### src/rtl/uart_tx_fifo_if.sv
// Byte path between the UART receiver, the TX buffer and the UART transmitter.
// master = receiver/transmitter side, slave = the buffer itself.
`timescale 1ns/1ps
interface uart_tx_fifo_if #(
    parameter int DATA_W = 8,
    parameter int ADDR_W = 4
);
    logic              wr_en;
    logic [DATA_W-1:0] wr_data;
    logic              tx_busy;
    logic              clr_ovf;
    logic              tx_start;
    logic [DATA_W-1:0] tx_data;
    logic              full;
    logic              empty;
    logic [ADDR_W:0]   count;
    logic              overflow;

    modport master (
        output wr_en, wr_data, tx_busy, clr_ovf,
        input  tx_start, tx_data, full, empty, count, overflow
    );

    modport slave (
        input  wr_en, wr_data, tx_busy, clr_ovf,
        output tx_start, tx_data, full, empty, count, overflow
    );
endinterface

### src/rtl/uart_tx_fifo.sv
// Circular byte FIFO feeding the UART transmitter one byte per frame through a
// start/busy handshake; reports fill level and a sticky overflow flag.
`timescale 1ns/1ps
module uart_tx_fifo #(
    parameter int DATA_W = 8,
    parameter int ADDR_W = 4
) (
    input  logic           clk,
    input  logic           rst_n,
    uart_tx_fifo_if.slave  bus
);
    // state     | meaning
    // IDLE      | waiting for a stored byte and an idle transmitter
    // ISSUE     | tx_start high, tx_data valid, byte popped at end of cycle
    // WAIT_BUSY | waiting for the transmitter to report busy
    // WAIT_DONE | waiting for the transmitter to finish the frame
    typedef enum logic [1:0] {IDLE, ISSUE, WAIT_BUSY, WAIT_DONE} state_t;

    localparam int DEPTH = 2**ADDR_W;

    state_t            state, state_next;
    logic [DATA_W-1:0] mem [DEPTH];
    logic [ADDR_W-1:0] wr_ptr, rd_ptr;
    logic [ADDR_W:0]   count;
    logic [DATA_W-1:0] tx_data;
    logic              overflow;
    logic              push, pop, drop;

    assign pop  = (state == ISSUE);
    // A pop in the same cycle frees a slot, so a write into a full FIFO still lands.
    assign push = bus.wr_en && (!bus.full || pop);
    assign drop = bus.wr_en && bus.full && !pop;

    assign bus.full     = (count == (ADDR_W+1)'(DEPTH));
    assign bus.empty    = (count == '0);
    assign bus.count    = count;
    assign bus.tx_start = (state == ISSUE);
    assign bus.tx_data  = tx_data;
    assign bus.overflow = overflow;

    always_comb begin
        state_next = state;
        case (state)
            IDLE:      if (!bus.empty && !bus.tx_busy) state_next = ISSUE;
            ISSUE:     state_next = WAIT_BUSY;
            WAIT_BUSY: if (bus.tx_busy) state_next = WAIT_DONE;
            WAIT_DONE: if (!bus.tx_busy) state_next = IDLE;
            default:   state_next = IDLE;
        endcase
    end

    always_ff @(posedge clk) begin
        if (rst_n) begin
            state    <= IDLE;
            wr_ptr   <= '0;
            rd_ptr   <= '0;
            count    <= '0;
            tx_data  <= '0;
            overflow <= 1'b0;
        end else begin
            state <= state_next;
            if (push) wr_ptr <= wr_ptr + 1'b1;
            if (pop)  rd_ptr <= rd_ptr + 1'b1;
            case ({push, pop})
                2'b10:   count <= count + (ADDR_W+1)'(1);
                2'b01:   count <= count - (ADDR_W+1)'(1);
                default: count <= count;
            endcase
            if (state == IDLE && state_next == ISSUE) tx_data <= mem[rd_ptr];
            if (drop)             overflow <= 1'b1;
            else if (bus.clr_ovf) overflow <= 1'b0;
        end
    end

    always_ff @(posedge clk) begin
        if (push) mem[wr_ptr] <= bus.wr_data;
    end
endmodule
### src/flat_wrapper.sv
// flat-port wrapper written by rule: the top's interface ports become plain ports
module uart_tx_fifo_flat 
#(
    parameter int DATA_W = 8,
    parameter int ADDR_W = 4
)
  (clk, rst_n, bus_wr_en, bus_wr_data, bus_tx_busy, bus_clr_ovf, bus_tx_start, bus_tx_data, bus_full, bus_empty, bus_count, bus_overflow);
  uart_tx_fifo_if #(.DATA_W(DATA_W), .ADDR_W(ADDR_W)) bus_i ();
  input  logic clk;
  input  logic rst_n;
  input wire logic [$bits(bus_i.wr_en)-1:0] bus_wr_en;
  input wire logic [$bits(bus_i.wr_data)-1:0] bus_wr_data;
  input wire logic [$bits(bus_i.tx_busy)-1:0] bus_tx_busy;
  input wire logic [$bits(bus_i.clr_ovf)-1:0] bus_clr_ovf;
  output wire logic [$bits(bus_i.tx_start)-1:0] bus_tx_start;
  output wire logic [$bits(bus_i.tx_data)-1:0] bus_tx_data;
  output wire logic [$bits(bus_i.full)-1:0] bus_full;
  output wire logic [$bits(bus_i.empty)-1:0] bus_empty;
  output wire logic [$bits(bus_i.count)-1:0] bus_count;
  output wire logic [$bits(bus_i.overflow)-1:0] bus_overflow;
  assign bus_i.wr_en = bus_wr_en;
  assign bus_i.wr_data = bus_wr_data;
  assign bus_i.tx_busy = bus_tx_busy;
  assign bus_i.clr_ovf = bus_clr_ovf;
  assign bus_tx_start = bus_i.tx_start;
  assign bus_tx_data = bus_i.tx_data;
  assign bus_full = bus_i.full;
  assign bus_empty = bus_i.empty;
  assign bus_count = bus_i.count;
  assign bus_overflow = bus_i.overflow;
  uart_tx_fifo #(.DATA_W(DATA_W), .ADDR_W(ADDR_W)) u_core (.clk(clk), .rst_n(rst_n), .bus(bus_i));
endmodule
### config.mk
export PLATFORM = sky130hd
export DESIGN_NAME = uart_tx_fifo_flat
export DESIGN_NICKNAME = d
export VERILOG_FILES = /design/src/rtl/uart_tx_fifo_if.sv /design/src/rtl/uart_tx_fifo.sv /design/src/flat_wrapper.sv
export SDC_FILE = /design/constraint.sdc
export NUM_CORES = 1
export LEC_CHECK = 0
export ABC_AREA = 1
export CORE_MARGIN = 2
export CORE_UTILIZATION = 56
export DETAILED_ROUTE_END_ITERATION = 6
export PLACE_DENSITY = 0.71
export SETUP_SLACK_MARGIN = 0.05
export SLEW_MARGIN = 5
export SYNTH_ARGS = -nofsm -noshare
export SYNTH_HDL_FRONTEND = slang
export SYNTH_SLANG_ARGS = --single-unit
export TNS_END_PERCENT = 1
### constraint.sdc
create_clock -name clk -period 2.24 [get_ports clk]
set_input_delay 0.448 -clock clk [delete_from_list [all_inputs] [get_ports clk]]
set_output_delay 0.448 -clock clk [all_outputs]
set_load 0.01 [all_outputs]
Yosys cells after proc, flatten, opt, wreduce, memory -nomap -nowiden
Memory sizes are Yosys's and may differ from the RTL's. A register that Yosys moved wholly into a read port is not among the register bits.
Cells that the tools add are included.
{"block": "totals", "ramBits": 128, "register_bits": 16, "memories": 1, "out_inout_bits": 17, "wordCells": 40}
{"name": "u_core.mem", "depth": 16, "width": 8, "rd": 1, "rd_clocked_by_memory_dff": 1, "write_ports": 1, "line_no": "uart_tx_fifo.sv:22", "rtl": "logic [DATA_W-1:0] mem [DEPTH];"}
{"block": "op_classes", "n_addsub": 4, "eq_ne": 7, "muxes": 9, "reduce_logical": 14}
{"cell": "$pmux W5 S2", "count": 1}
{"cell": "$add A4 B1 Y4 const B", "count": 2}
{"cell": "$pmux W2 S4", "count": 1}
{"cell": "$eq A2 B1 Y1 const B", "count": 3}
{"cell": "$eq A2 B2 Y1 const B", "count": 3}
{"cell": "$mux W2", "count": 3}
{"cell": "$add A5 B1 Y5 const B", "count": 1}
{"cell": "$eq A5 B5 Y1 const B", "count": 1}
{"cell": "$logic_and A1 B1 Y1", "count": 5}
{"cell": "$logic_not A5 Y1", "count": 1}
{"cell": "$sub A5 B1 Y5 const B", "count": 1}
{"cell": "$logic_not A1 Y1", "count": 4}
{"cell": "$mux W1", "count": 4}
{"cell": "$reduce_bool A2 Y1", "count": 2}
{"cell": "$logic_not A2 Y1", "count": 1}
{"cell": "$logic_or A1 B1 Y1", "count": 1}

Depth between registers and ports, before layout
{"block": "logic_depth", "ltp_word": 7, "ltp_mapped": 13}

Worst setup path before layout
No wires, ideal clock.
{"block": "synth_timing", "path_type": "flip-flop to flip-flop", "startpoint": "register u_core.count[0] (netlist: u_core.bus.count[0])", "endpoint": "memory u_core.mem[0][0], enable pin", "setup_slack_ps": 482, "path_stages_with_launch": 9, "t_arrival_ps": 1387, "setup_time_ps": 370, "t_required_ps": 1870, "path_cell_list": "dfxtp_1 -> inv_1 -> nand3_1 -> nor2_2 -> nand2_2 -> nand2_2 -> inv_2 -> nand2_1 -> nor2_1"}
{"block": "synth_via", "elab_chain_len": 6}
{"element": "start, declared", "line_no": "uart_tx_fifo.sv:24", "rtl": "logic [ADDR_W:0] count;"}
{"element": "start signal, assigned", "line_no": "uart_tx_fifo.sv:65", "rtl": "2'b10: count <= count + (ADDR_W+1)'(1);"}
{"element": "start signal, assigned", "line_no": "uart_tx_fifo.sv:66", "rtl": "2'b01: count <= count - (ADDR_W+1)'(1);"}
{"element": "start signal, assigned", "line_no": "uart_tx_fifo.sv:67", "rtl": "default: count <= count;"}
{"element": "$eq A5 B5 Y1", "line_no": "uart_tx_fifo.sv:34", "rtl": "assign bus.full = (count == (ADDR_W+1)'(DEPTH));"}
{"element": "via bus_full", "line_no": "flat_wrapper.sv:17", "rtl": "output wire logic [$bits(bus_i.full)-1:0] bus_full;"}
{"element": "$logic_not A1 Y1", "line_no": "uart_tx_fifo.sv:31", "rtl": "assign push = bus.wr_en && (!bus.full || pop);"}
{"element": "$logic_or A1 B1 Y1", "line_no": "uart_tx_fifo.sv:31"}
{"element": "$logic_and A1 B1 Y1", "line_no": "uart_tx_fifo.sv:31"}
{"element": "$mux W1", "line_no": "uart_tx_fifo.sv:76", "rtl": "if (push) mem[wr_ptr] <= bus.wr_data;"}
{"element": "$mux W1 (implied by the code)", "line_no": "uart_tx_fifo.sv:76"}
{"element": "end, declared", "line_no": "uart_tx_fifo.sv:22"}
The timed path passes the listed nets, and every way through them passes these cells.

Worst setup path in the final report
{"block": "layout_timing", "startpoint": "register u_core.state[1]", "endpoint": "output bus_tx_start"}
{"block": "layout_via", "elab_chain_len": 1}
{"element": "start, declared", "line_no": "uart_tx_fifo.sv:21", "rtl": "state_t state, state_next;"}
{"element": "start signal, assigned", "line_no": "uart_tx_fifo.sv:61", "rtl": "state <= state_next;"}
{"element": "$eq A2 B1 Y1", "line_no": "uart_tx_fifo.sv:37", "rtl": "assign bus.tx_start = (state == ISSUE);"}
{"element": "end, declared", "line_no": "flat_wrapper.sv:15", "rtl": "output wire logic [$bits(bus_i.tx_start)-1:0] bus_tx_start;"}
No other way between the ends.

==> impl_table.tex <==
\begin{tabular}{lr}
\hline
Metric & Value \\
\hline
\multicolumn{2}{l}{\textbf{Critical path}} \\
\quad R2R setup slack & 0.41 ns \\
\quad Required time worst endpoint & 1.79 ns \\
\quad Setup crit start & u\_core.state[1]\$\_SDFF\_PP0\_ \\
\quad Critical R2R Capture & u\_core.mem[1][6]\$\_DFFE\_PP\_ \\
\quad Crit path arrival time & 1.66 ns \\
\quad CP Capture Point & bus\_tx\_start \\
\quad Depth of the worst register-to-register path & 9 \\
\quad Kind of start point of the critical path & register \\
\quad Worst r2r src & u\_core.bus.count[0]\$\_SDFFE\_PP0P\_ \\
\quad Critical path endpoint category & output port \\
\quad Crit path kind & reg2out \\
\quad Critical-path maximum fanout & 8 \\
\multicolumn{2}{l}{\textbf{Global routing}} \\
\quad Total Routing Usage GR & 24.41\% \\
\quad Largest net degree at the start of global routing & 49 \\
\quad Overflow left after global routing & 0 \\
\quad Antenna violations before repair & 0 \\
\quad Wire length of the first global-routing pass & 22600 µm \\
\quad Via count of the first global-routing pass & 4287 \\
\multicolumn{2}{l}{\textbf{STA}} \\
\quad Final TNS setup & 0 ns \\
\quad Post-layout min period & 2.105 ns \\
\quad Worst slew pin tran & 0.7215 ns \\
\quad Fin Clk Skew & 0.007140 ns \\
\quad Final worst-path setup slack & 0.1346 ns \\
\quad Hold violation count in the final report & 0 \\
\quad Final number of max-transition violations & 0 \\
\quad Final setup vio count & 0 \\
\quad FMAX & 475.0 MHz \\
\quad Final period util & 93.99\% \\
\quad Worst rel slew slack & 51.75\% \\
\quad Unrepaired setup endpoints after global routing & true \\
\multicolumn{2}{l}{\textbf{Cells and area}} \\
\quad Filler instances & 860 \\
\quad Sequential cell area in the final layout & 4328 µm² \\
\quad Final cell utilization of the core & 66.64\% \\
\quad Signed area change from the synthesized netlist to the final layout & 17.56\% \\
\quad Area of the multi-input gates & 1758 µm² \\
\quad Fraction of layout instances using a drive strength above 1 & 12.89\% \\
\quad Number of nets in the finished design & 651 \\
\quad Antenna diode count & 0 \\
\multicolumn{2}{l}{\textbf{Place}} \\
\quad Sum of net half-perimeters after detailed placement & 9493 µm \\
\quad Worst setup slack after placement & 0.1270 ns \\
\quad RD Place Congestion & 0.9408 \\
\quad Number of input and output port buffers inserted & 29 \\
\multicolumn{2}{l}{\textbf{Detailed routing}} \\
\quad DRC marker count from the first detailed-route iteration & 476 \\
\quad Number of search-and-repair iterations in the first detailed-routing pass & 5 \\
\quad Average vias per placed instance & 5.606 \\
\quad Detail Route Antenna Nets & 0 \\
\quad Drc violations & 0 \\
\quad Total routed wirelength & 14450 µm \\
\quad Detail-routed net length per standard cell & 18.36 µm \\
\quad Total vias in the final route & 4412 \\
\multicolumn{2}{l}{\textbf{Yosys}} \\
\quad Mean post-synth cell area & 11.04 µm² \\
\quad Mapped Nets & 598 \\
\quad Post-synthesis instance area & 6390 µm² \\
\quad Count of flip-flops with a built-in enable after synthesis & 128 \\
\quad Post-synthesis instance total & 579 \\
\quad Dominant synthesized flop cell & sky130\_fd\_sc\_hd\_\_edfxtp\_1 \\
\quad Area share of the leading cell type in the synthesized netlist & 60.15\% \\
\quad Cell taking the most area after synthesis & sky130\_fd\_sc\_hd\_\_edfxtp\_1 \\
\quad Ranking of synthesized cells by area & sky130\_fd\_sc\_hd\_\_edfxtp\_1, sky130\_fd\_sc\_hd\_\_nor2\_1, sky130\_fd\_sc\_hd\_\_dfxtp\_1 \\
\quad Ys async rst share & 0\% \\
\quad Sequential fraction of the synthesis area & 67.67\% \\
\quad Synth warn & 0 \\
\quad Count of state elements after synthesis & 152 \\
\quad Count of distinct cell types in the synthesized netlist & 28 \\
\multicolumn{2}{l}{\textbf{Power and ir drop}} \\
\quad Worst IR drop on VDD & 0.0005544 V \\
\quad Ratio of total power to cell area & 958.0 nW/µm² \\
\quad Leakage component of the power & 2.747 nW \\
\multicolumn{2}{l}{\textbf{Clock tree}} \\
\quad Number of hold-repair buffers added at the cts stage & 0 \\
\quad Number of clock buffers inserted by TritonCTS & 17 \\
\quad TritonCTS Sinks & 152 \\
\quad Insertion delay to the later sink of the worst-skew pair & 0.42 ns \\
\quad CTS clock-pin slew for the worst setup and hold paths & 0.06 ns \\
\quad TritonCTS clock tree & built \\
\quad Worst-case clock buffer depth & 2 \\
\quad H-tree Lvls & 4 \\
\quad Master cell of the clock root buffer & sky130\_fd\_sc\_hd\_\_clkbuf\_16 \\
\multicolumn{2}{l}{\textbf{Die}} \\
\quad Die height & 110.8 µm \\
\quad I/O Pins & 30 \\
\quad Total number of placement rows & 39 \\
\quad Initial core utilization & 56.69\% \\
\quad Die Footprint & 12280 µm² \\
\quad Core Footprint & 11270 µm² \\
\quad Die width & 110.8 µm \\
\multicolumn{2}{l}{\textbf{Run}} \\
\quad Number of maximum-capacitance violations & 0 \\
\multicolumn{2}{l}{\textbf{Min path}} \\
\quad Type of the tightest min-delay check & reg2reg \\
\multicolumn{2}{l}{\textbf{Run status}} \\
\quad Status & finished, final reports clean \\
\hline
\end{tabular}
-- stage by stage --
step,power (mW),cell area (µm²),cells,hold slack (ns)
floorplan,4.101,6390,579,0.4613
CTS,7.220,7505,787,0.4726
global route,7.503,7512,787,0.5118
detailed placement,4.517,6939,756,0.4636
finish,7.196,7512,787,0.4674
global placement,4.495,6939,756,0.4545
-- repair_timing --
| action | 4_1_cts | 5_1_grt |
|---|---|---|
| setup buffers | 0 | 0 |
| setup endpoints to repair | 2 | 2 |
| gates cloned | 0 | 0 |
| gates resized for setup | 3 | 2 |
-- Yosys cell counts (2+ instances only) --
cell and number:
sky130_fd_sc_hd__o21ai_0 59, sky130_fd_sc_hd__nor2_2 2, sky130_fd_sc_hd__ha_1 6, sky130_fd_sc_hd__nand2_2 8, sky130_fd_sc_hd__clkinv_1 3, sky130_fd_sc_hd__o211ai_1 24, sky130_fd_sc_hd__nand4_1 3, sky130_fd_sc_hd__buf_4 5
sky130_fd_sc_hd__nand2_1 32, sky130_fd_sc_hd__dfxtp_1 24, sky130_fd_sc_hd__inv_1 32, sky130_fd_sc_hd__inv_2 3, sky130_fd_sc_hd__o21ai_1 17, sky130_fd_sc_hd__edfxtp_1 128, sky130_fd_sc_hd__xor2_1 3, sky130_fd_sc_hd__buf_2 7
sky130_fd_sc_hd__clkbuf_1 8, sky130_fd_sc_hd__nand3_1 45, sky130_fd_sc_hd__a21oi_1 9, sky130_fd_sc_hd__nand3_2 2, sky130_fd_sc_hd__nor2_1 147, sky130_fd_sc_hd__buf_6 6
-- layout make-up --
type	instances	area share, %
well taps	143	2.382
multi-input cells	362	23.40
clock buffers	19	5.763
flip-flops and latches	152	57.61
inverters	38	1.899
repair buffers	61	7.262
clock inverters	12	1.682
-- layer usage --
metal / wire length (µm) / GRT usage (%) / vias up
li1: - / - / 2124
met1: 6086 / 31.87 / 2087
met2: 7065 / 40.04 / 180
met3: 1019 / 6.069 / 21
met4: 275 / 8.917 / 0
met5: 0 / 0 / -
-- placed cells by master (no fill, tap or decap), drive strengths merged --
cell type	Yosys	layout
nand3	47	47
nand2	41	41
buf	18	32
clkdlybuf4s50	0	28
nand4	3	3
dlymetal6s2s	0	1
ha	6	6
dfxtp	24	24
a31oi	1	1
o211ai	24	24
bufinv	0	2
edfxtp	128	128
o21ai	76	76
nor2	150	150
clkinvlp	0	2
inv	35	37
nor3	1	1
xor2	3	3
clkinv	3	9
clkbuf	9	19
a21oi	10	10
-- kinds of logic after synthesis --
group / share of synthesized area, %
AO/OA/AOI/OAI: 9.712
AND/OR/NAND/NOR: 16.06
flip-flops: 67.67
adder cells (fa/ha/maj): 1.175
XOR/XNOR: 0.4113
buffers and inverters: 4.973
-- worst min-delay path by stage --
stage,slack [ns],startpoint,cells past startpoint,to
after floorplan,0.46,u_core.state[1]$_SDFF_PP0_,1,u_core.state[1]$_SDFF_PP0_
after global placement,0.45,u_core.bus.overflow$_SDFFE_PP0P_,2,u_core.bus.overflow$_SDFFE_PP0P_
after detailed placement,0.46,u_core.bus.overflow$_SDFFE_PP0P_,2,u_core.bus.overflow$_SDFFE_PP0P_
after CTS,0.47,u_core.bus.overflow$_SDFFE_PP0P_,2,u_core.bus.overflow$_SDFFE_PP0P_
after global routing,0.51,u_core.bus.overflow$_SDFFE_PP0P_,2,u_core.bus.overflow$_SDFFE_PP0P_
final,0.47,u_core.bus.overflow$_SDFFE_PP0P_,2,u_core.bus.overflow$_SDFFE_PP0P_
-- registers in the layout (all words and copies together) (netlist names) --
register and flops:
u_core.bus.tx_data 8, u_core.rd_ptr 4, u_core.wr_ptr 4, u_core.bus.count 5, u_core.state 2, u_core.bus.overflow 1, u_core.mem 128
-- power by group --
part           internal, mW  leakage, nW  switching (mW)
Sequential             3.19         1.35          0.0814
Combinational         0.453         1.12           0.764
Clock                  1.63        0.273            1.08
-- worst max-delay path, stage by stage (launching register included) --
cell and delay [ns]:
sky130_fd_sc_hd__dfxtp_1 0.35, sky130_fd_sc_hd__inv_2 0.12, sky130_fd_sc_hd__nand2_4 0.10, sky130_fd_sc_hd__inv_1 0.12, sky130_fd_sc_hd__clkdlybuf4s50_1 0.55
Note: power is estimated with default switching activity, not from simulation.
